$ cat src/rtl/mmio_ctrl.sv
// Memory-mapped I/O block behind the core's M stage: debounced keys and switches,
// key-press capture, display/LED registers and a millisecond countdown timer.
module mmio_ctrl #(
  parameter int DBITS    = 16,
  parameter int DBCYCLES = 500000,
  parameter int TICKDIV  = 50000
) (
  input  logic             CLK,
  input  logic             RESET_N,
  input  logic [DBITS-1:0] ADDR,
  input  logic [DBITS-1:0] WDATA,
  input  logic             WE,
  output logic [DBITS-1:0] RDATA,
  output logic             SEL,
  input  logic [3:0]       KEY,
  input  logic [9:0]       SW,
  output logic [15:0]      HEX,
  output logic [9:0]       LEDR,
  output logic [7:0]       LEDG
);

  localparam int DB_W = (DBCYCLES > 1) ? $clog2(DBCYCLES) : 1;
  localparam int TK_W = (TICKDIV > 1) ? $clog2(TICKDIV) : 1;

  logic [3:0]       key_s1_q, key_s2_q, key_smp_q, key_stable_q, key_edge_q;
  logic [3:0]       key_smp_d, key_stable_d, key_edge_d, key_fall;
  logic [9:0]       sw_s1_q, sw_s2_q, sw_smp_q, sw_stable_q;
  logic [9:0]       sw_smp_d, sw_stable_d;
  logic [DB_W-1:0]  db_cnt_q, db_cnt_d;
  logic [TK_W-1:0]  pre_q, pre_d;
  logic [DBITS-1:0] tcnt_q, tcnt_d;
  logic             en_q, en_d, exp_q, exp_d;
  logic [15:0]      hex_q, hex_d;
  logic [9:0]       ledr_q, ledr_d;
  logic [7:0]       ledg_q, ledg_d;

  logic             wr, wr_edge, wr_tcnt, wr_hex, wr_ledr, wr_ledg, wr_ctl;
  logic             db_strobe, running, tick;
  logic [DBITS-1:0] rdata_c;

  assign SEL  = (ADDR[DBITS-1:4] == '1);
  assign wr   = WE && SEL;
  assign HEX  = hex_q;
  assign LEDR = ledr_q;
  assign LEDG = ledg_q;

  // Register select ignores ADDR[0]; casez keeps the bit in the decode as don't-care.
  always_comb begin
    rdata_c = DBITS'(16'hDEAD);
    {wr_edge, wr_tcnt, wr_hex, wr_ledr, wr_ledg, wr_ctl} = '0;
    if (SEL) begin
      casez (ADDR[3:0])
        4'b000?: rdata_c = DBITS'({12'b0, key_stable_q});
        4'b001?: rdata_c = DBITS'({6'b0, sw_stable_q});
        4'b010?: begin rdata_c = DBITS'({12'b0, key_edge_q}); wr_edge = wr; end
        4'b011?: begin rdata_c = tcnt_q;                      wr_tcnt = wr; end
        4'b100?: begin rdata_c = DBITS'(hex_q);               wr_hex  = wr; end
        4'b101?: begin rdata_c = DBITS'({6'b0, ledr_q});      wr_ledr = wr; end
        4'b110?: begin rdata_c = DBITS'({8'b0, ledg_q});      wr_ledg = wr; end
        default: begin rdata_c = DBITS'({14'b0, en_q, exp_q}); wr_ctl = wr; end
      endcase
    end
  end

  assign RDATA = rdata_c;

  assign db_strobe = (db_cnt_q == DB_W'(DBCYCLES - 1));
  assign running   = en_q && (tcnt_q != '0);
  assign tick      = running && (pre_q == TK_W'(TICKDIV - 1));

  // NOTE: every always_comb output gets a default first so no path can infer a latch.
  always_comb begin
    db_cnt_d     = db_strobe ? '0 : db_cnt_q + 1'b1;
    key_smp_d    = key_smp_q;
    key_stable_d = key_stable_q;
    sw_smp_d     = sw_smp_q;
    sw_stable_d  = sw_stable_q;
    if (db_strobe) begin
      // A bit is accepted once two consecutive samples agree.
      key_smp_d    = key_s2_q;
      sw_smp_d     = sw_s2_q;
      key_stable_d = (~(key_s2_q ^ key_smp_q) & key_s2_q) | ((key_s2_q ^ key_smp_q) & key_stable_q);
      sw_stable_d  = (~(sw_s2_q ^ sw_smp_q) & sw_s2_q) | ((sw_s2_q ^ sw_smp_q) & sw_stable_q);
    end
    key_fall   = key_stable_q & ~key_stable_d;
    key_edge_d = (key_edge_q & ~(wr_edge ? WDATA[3:0] : 4'b0)) | key_fall;

    pre_d = pre_q;
    if (wr_tcnt)      pre_d = '0;
    else if (running) pre_d = tick ? '0 : pre_q + 1'b1;

    tcnt_d = tcnt_q;
    if (wr_tcnt)   tcnt_d = WDATA;
    else if (tick) tcnt_d = tcnt_q - 1'b1;

    exp_d = (exp_q & ~(wr_ctl & WDATA[0])) | (tick & (tcnt_q == DBITS'(1)) & ~wr_tcnt);
    en_d  = wr_ctl ? WDATA[1] : en_q;

    hex_d  = wr_hex  ? WDATA[15:0] : hex_q;
    ledr_d = wr_ledr ? WDATA[9:0]  : ledr_q;
    ledg_d = wr_ledg ? WDATA[7:0]  : ledg_q;
  end

  // NOTE: sequential state uses non-blocking assignments so all flops update together.
  always_ff @(posedge CLK or negedge RESET_N) begin
    if (!RESET_N) begin
      key_s1_q     <= 4'hF;
      key_s2_q     <= 4'hF;
      key_smp_q    <= 4'hF;
      key_stable_q <= 4'hF;
      key_edge_q   <= '0;
      sw_s1_q      <= '0;
      sw_s2_q      <= '0;
      sw_smp_q     <= '0;
      sw_stable_q  <= '0;
      db_cnt_q     <= '0;
      pre_q        <= '0;
      tcnt_q       <= '0;
      en_q         <= 1'b0;
      exp_q        <= 1'b0;
      hex_q        <= '0;
      ledr_q       <= '0;
      ledg_q       <= '0;
    end else begin
      key_s1_q     <= KEY;
      key_s2_q     <= key_s1_q;
      key_smp_q    <= key_smp_d;
      key_stable_q <= key_stable_d;
      key_edge_q   <= key_edge_d;
      sw_s1_q      <= SW;
      sw_s2_q      <= sw_s1_q;
      sw_smp_q     <= sw_smp_d;
      sw_stable_q  <= sw_stable_d;
      db_cnt_q     <= db_cnt_d;
      pre_q        <= pre_d;
      tcnt_q       <= tcnt_d;
      en_q         <= en_d;
      exp_q        <= exp_d;
      hex_q        <= hex_d;
      ledr_q       <= ledr_d;
      ledg_q       <= ledg_d;
    end
  end

endmodule

$ cat config.mk
export PLATFORM = sky130hd
export DESIGN_NAME = mmio_ctrl
export DESIGN_NICKNAME = d
export VERILOG_FILES = /design/src/rtl/mmio_ctrl.sv
export SDC_FILE = /design/constraint.sdc
export NUM_CORES = 1
export LEC_CHECK = 0
export ABC_AREA = 1
export ABC_CLOCK_PERIOD_IN_PS = 2300
export CAP_MARGIN = 10
export CORE_MARGIN = 5
export CORE_UTILIZATION = 45
export DETAILED_ROUTE_END_ITERATION = 6
export HOLD_SLACK_MARGIN = 0.15
export PLACE_DENSITY = 0.7
export SETUP_SLACK_MARGIN = 0.2
export SLEW_MARGIN = 15
export SYNTH_ARGS = -nofsm -noshare
export SYNTH_HDL_FRONTEND = slang
export SYNTH_SLANG_ARGS = --single-unit
$ cat constraint.sdc
create_clock -name CLK -period 2.3 [get_ports CLK]
set_input_delay 0.69 -clock CLK [delete_from_list [all_inputs] [get_ports CLK]]
set_output_delay 0.69 -clock CLK [all_outputs]
set_load 0.01 [all_outputs]
Word-level counts from Yosys, hierarchy flattened
Cells that the tools add are included.

operators by class
  add/subtract/negate cells = 3
  equality and inequality tests = 10
  mux-type cells = 22
  bitwise gates (word level) = 22
  reduce and logical (&&, ||, !) cells = 8

operators with widths
  cell                     count
  $pmux W16 S7             1
  $mux W16                 6
  $and A10 B10 Y10         2
  $add A19 B1 Y19 const B  1
  $eq A19 B19 Y1 const B   1
  $mux W19                 1
  $add A16 B1 Y16 const B  1
  $and A4 B4 Y4            4
  $eq A16 B1 Y1 const B    1
  $eq A16 B16 Y1 const B   1
  $reduce_bool A16 Y1      1
  $sub A16 B1 Y16 const B  1
  $eq A12 B12 Y1 const B   1
  $mux W1                  12
  $not A4 Y4               3
  $not A10 Y10             1
  $or A10 B10 Y10          1
  $xor A10 B10 Y10         1
  $eq A3 B3 Y1 const B     3
  $mux W4                  2
  $or A4 B4 Y4             2
  $reduce_or A7 Y1         1
  $eq A3 B2 Y1 const B     2
  $and A1 B1 Y1            4
  other kinds (7)          11

storage, ports and cells
  bits in registers = 147
  output and inout port bits = 51
  word-level logic and storage cells = 82

Longest topological paths before layout
  depth after elaboration = 8
  mapped depth = 11
  mapped depth without buffers = 11

Worst setup path before layout
Ideal clock, no wire load.

  path type = input to output
  from = in ADDR[2]
  to = out RDATA[6]
  arrival = 1.548 ns
  required time = 1.610 ns
  slack = 0.062 ns
  cell stages on the path = 6
  path buffers = 1
  path through = nor2_1 -> nand2_1 -> inv_1 -> buf_2 -> nand2_1 -> a41oi_1

on the way
  word-level cells in the longest chain between the ends = 3
  elaborated cells between the ends (all ways) = 9
  classes of those cells = 6 x eq/ne; 2 x mux; 1 x reduce/logical

RTL lines
  item                                  line  RTL
  start, declared                       10    input logic [DBITS-1:0] ADDR,
  $eq A3 B3 Y1 (tied with other cells)  52    casez (ADDR[3:0])
  $pmux W16 S7 (*)                      52
  $mux W16 (*)                          51    if (SEL) begin
  end, declared                         13    output logic [DBITS-1:0] RDATA,

Every way passes the cells marked *; elsewhere a longest branch is shown, timed or not.

Worst setup path in the final report
  from = in ADDR[2]
  to = out RDATA[1]

Same word-level chain as after synthesis.

==> flow_metrics.tcl <==
set metrics [dict create \
    worstSetupPathType "in2out" \
    endpoint_kind "output pin" \
    place_inst 1294 \
    finalHoldViolCount 0 \
    routed_via_density 5.17 \
    slowest_delay_ps 190 \
    layout-drive-gt1-share_pct 20.4 \
    wl_um 21300 \
    synth_ff_type "dfrtp_1" \
    slowest_stage "o211ai_1" \
    grt_usage_pct 22.3 \
    setup_slack_ps -95.6 \
    ys_seq_area_share_pct 49.0 \
    num_rows 47 \
    hpwl_um 15700 \
    p_switching_mw 1.39 \
    critPathArrivalTime_ps 1710 \
    rsz0062_at_grt "true" \
    grt_pass1_vias 6578 \
    fp.dieW_um 139 \
    cp-start-kind "primary input" \
    clock-root-buffer "clkbuf_16" \
    met3_length_um 1220 \
    die-height_um 139 \
    layout_commonest_cell "nand2_1" \
    io_pins 100 \
    yosys.area_share.simple_pct 29.6 \
    vdd_drop_max_mv 0.533 \
    firstDrtPassIters 6 \
    synthArstFlopShare_pct 100 \
    p_int_mw 4.41 \
    cp.buffers_inverters 3 \
    cts_tree "built" \
    crit_chain "buf_12 > nor2_4 > buf_4 > nand2_2 > o211ai_1 > nor2_1 > a21oi_2 > buf_2" \
    final_cell_mix "290 x nand2_1, 128 x dfrtp_1, 96 x inv_1" \
    nets 1156 \
    synth_compound_area_share_pct 9.44 \
    antenna_left 0 \
    pre_cts_slack_ps -1060 \
    pwr-share-comb_pct 5.3 \
    fmax_ghz 0.417 \
    yosys_warnings 0 \
    diodes 0 \
    dpl_cell_area_um2 9140 \
    grt_pass1_wl_um 34800 \
    power_density_nw_per_um2 572 \
    netlist_area_um2 7540 \
    power_frac_clock_pct 49.4 \
    hold_class "in2async" \
    die-area_um2 19500 \
    fp.coreArea_um2 16500 \
    syn-mean-instance-area_um2 7.93 \
    p_leak_nw 5.06 \
    gp_congestion 0.892 \
    fin_cells 1336 \
    layout_min_cycle_time_ps 2400 \
    synthAdderAreaFrac_pct 1.19 \
    violations "negative setup slack" \
    area_growth_pct 34.3 \
    first_iter_violations 609 \
    path_clk_slew_ps 70 \
    min_period_over_period_pct 104 \
    dr.max_layer_used "met4" \
    relSlewSlack_pct 63.4 \
    antenna_found_initial 0 \
    swShare_pct 23.9 \
    initial_core_util_pct 45.7 \
    path_max_fanout 5 \
    ys_ff_latch 147 \
    final_core_util_pct 61.3 \
    synthesis.nets 1004 \
    synth_top_family_by_area "simple AND/OR/NAND/NOR gates" \
    syn_inst 951 \
    crit_family "buffers and inverters" \
    setup_viol 11 \
    synth_xor_area_share_pct 2.44 \
    clkLatencyLatePin_ps 430 \
    wl_met1_um 9690 \
    synth_cell_types 42 \
    routedWlPerCell_um 16.0 \
    outcome "finished with violations" \
    globalRoute.totalOverflow 0 \
    grt_max_degree 56 \
    cts.htree.levels 4 \
    wl_met2_um 10000 \
    critPathRequiredTime_ps 1610 \
    cts_buffers 17 \
    muxShareOfSynthArea_pct 0 \
    vias 6904 \
    cts.sink_count 147 \
    clock_skew_ps 7.57 \
    io_buffers 98 \
    drv_slew 0 \
    cts_buffer_depth 2 \
    synth_edf_count 0 \
    power_frac_seq_pct 45.3 \
    drc_errors 0 \
    fin_area_um2 10100 \
    drv_cap 0 \
    worst_pin_slew_ps 549 \
]
## state kept, by name, summed over array words and instances (netlist names), 8 cells and up, named ones only
signal / flops
LEDG: 8
LEDR: 10
sw_s1_q: 10
sw_s2_q: 10
db_cnt_q: 19
tcnt_q: 16
pre_q: 16
sw_smp_q: 10
HEX: 16
## kinds of logic after synthesis
| family | after synthesis |
|---|---|
| AOI/OAI and AO/OA | 115 |
| xor gates and xnor gates | 21 |
| adders and majority gates | 8 |
| buffers and inverters | 141 |
| DFF | 147 |
| and+or+nand+nor | 519 |
## routing by layer
layer	global-route usage, %	vias to the layer above
li1	-	3379
met1	32.0	3261
met2	34.4	236
met3	4.05	28
met4	7.52	0
met5	0	-
## worst paths after layout
check	startpoint	to	slack, ps	cells after the start
worst max-delay path	ADDR[2]	RDATA[1]	-100	8
worst min-delay path	RESET_N	db_cnt_q[0]	210	1
worst max register to register	db_cnt_q[0]	sw_smp_q[4]	390	9
worst min register to register	sw_s1_q[2]	sw_s2_q[2]	350	0
max in group asynchronous	RESET_N	key_s2_q[2]	1400	2
min in group CLK	sw_s1_q[2]	sw_s2_q[2]	350	0
## final cells by class
class / instances / area (um2)
clock inverter: 15 / 181
sequential: 147 / 3700
timing repair buffer: 163 / 1600
tap: 220 / 275
clock buffer: 17 / 425
fill: 1440 / 6390
inverter: 111 / 449
multi-input combinational: 663 / 3500
## power by group through the flow
stage,Clock (mW),Sequential (mW),Combinational [mW]
CTS,2.90,2.63,0.304
finish,2.86,2.63,0.309
global route,2.99,2.63,0.337
floorplan,0,2.67,0.0598
global placement,0,2.67,0.262
detailed placement,0,2.68,0.266
## synthesized netlist by cell type (4+ instances only)
cell type	number	area (um2)
nand2_1	309	1160
dfrtp_1	131	3280
inv_1	106	398
nor2_1	80	300
nand3_1	62	310
o21ai_0	47	235
nand4_1	34	213
o211ai_1	18	135
xor2_1	18	158
dfstp_2	16	420
buf_2	15	75.1
o21ai_1	15	75.1
o21a_1	10	75.1
buf_6	9	101
nor3_1	9	45.0
nor2_2	8	50.1
nand2_2	7	43.8
a21oi_1	6	30.0
a22oi_1	5	37.5
ha_1	4	50.1
maj3_1	4	40.0
## worst register-to-register path, stage by stage (launching register included)
cell and delay, ps:
dfrtp_1 380, ha_1 270, nand2_1 130, nor2_2 200, inv_1 80, nor2_1 130, nand2_2 170, inv_8 200
nand2_1 110, o21a_1 120
## metrics by stage
step           power [mW]  hold slack, ps  setup TNS (ps)
4_1_cts              5.83             244            -161
5_1_grt              5.96             265           -1020
3_5_place_dp         2.94             336          -33650
6_report             5.80             208            -324
2_1_floorplan        2.73             331               0
3_3_place_gp         2.94             331          -30950
## what timing repair did
item / in CTS / in global routing
endpoints found under the setup margin: 65 / 66
gates cloned: 1 / 0
pin swaps: 27 / 14
gates resized for setup: 234 / 33
hold buffers: 0 / 0
setup buffers: 7 / 2
Note: power is estimated with default switching activity, not from simulation.
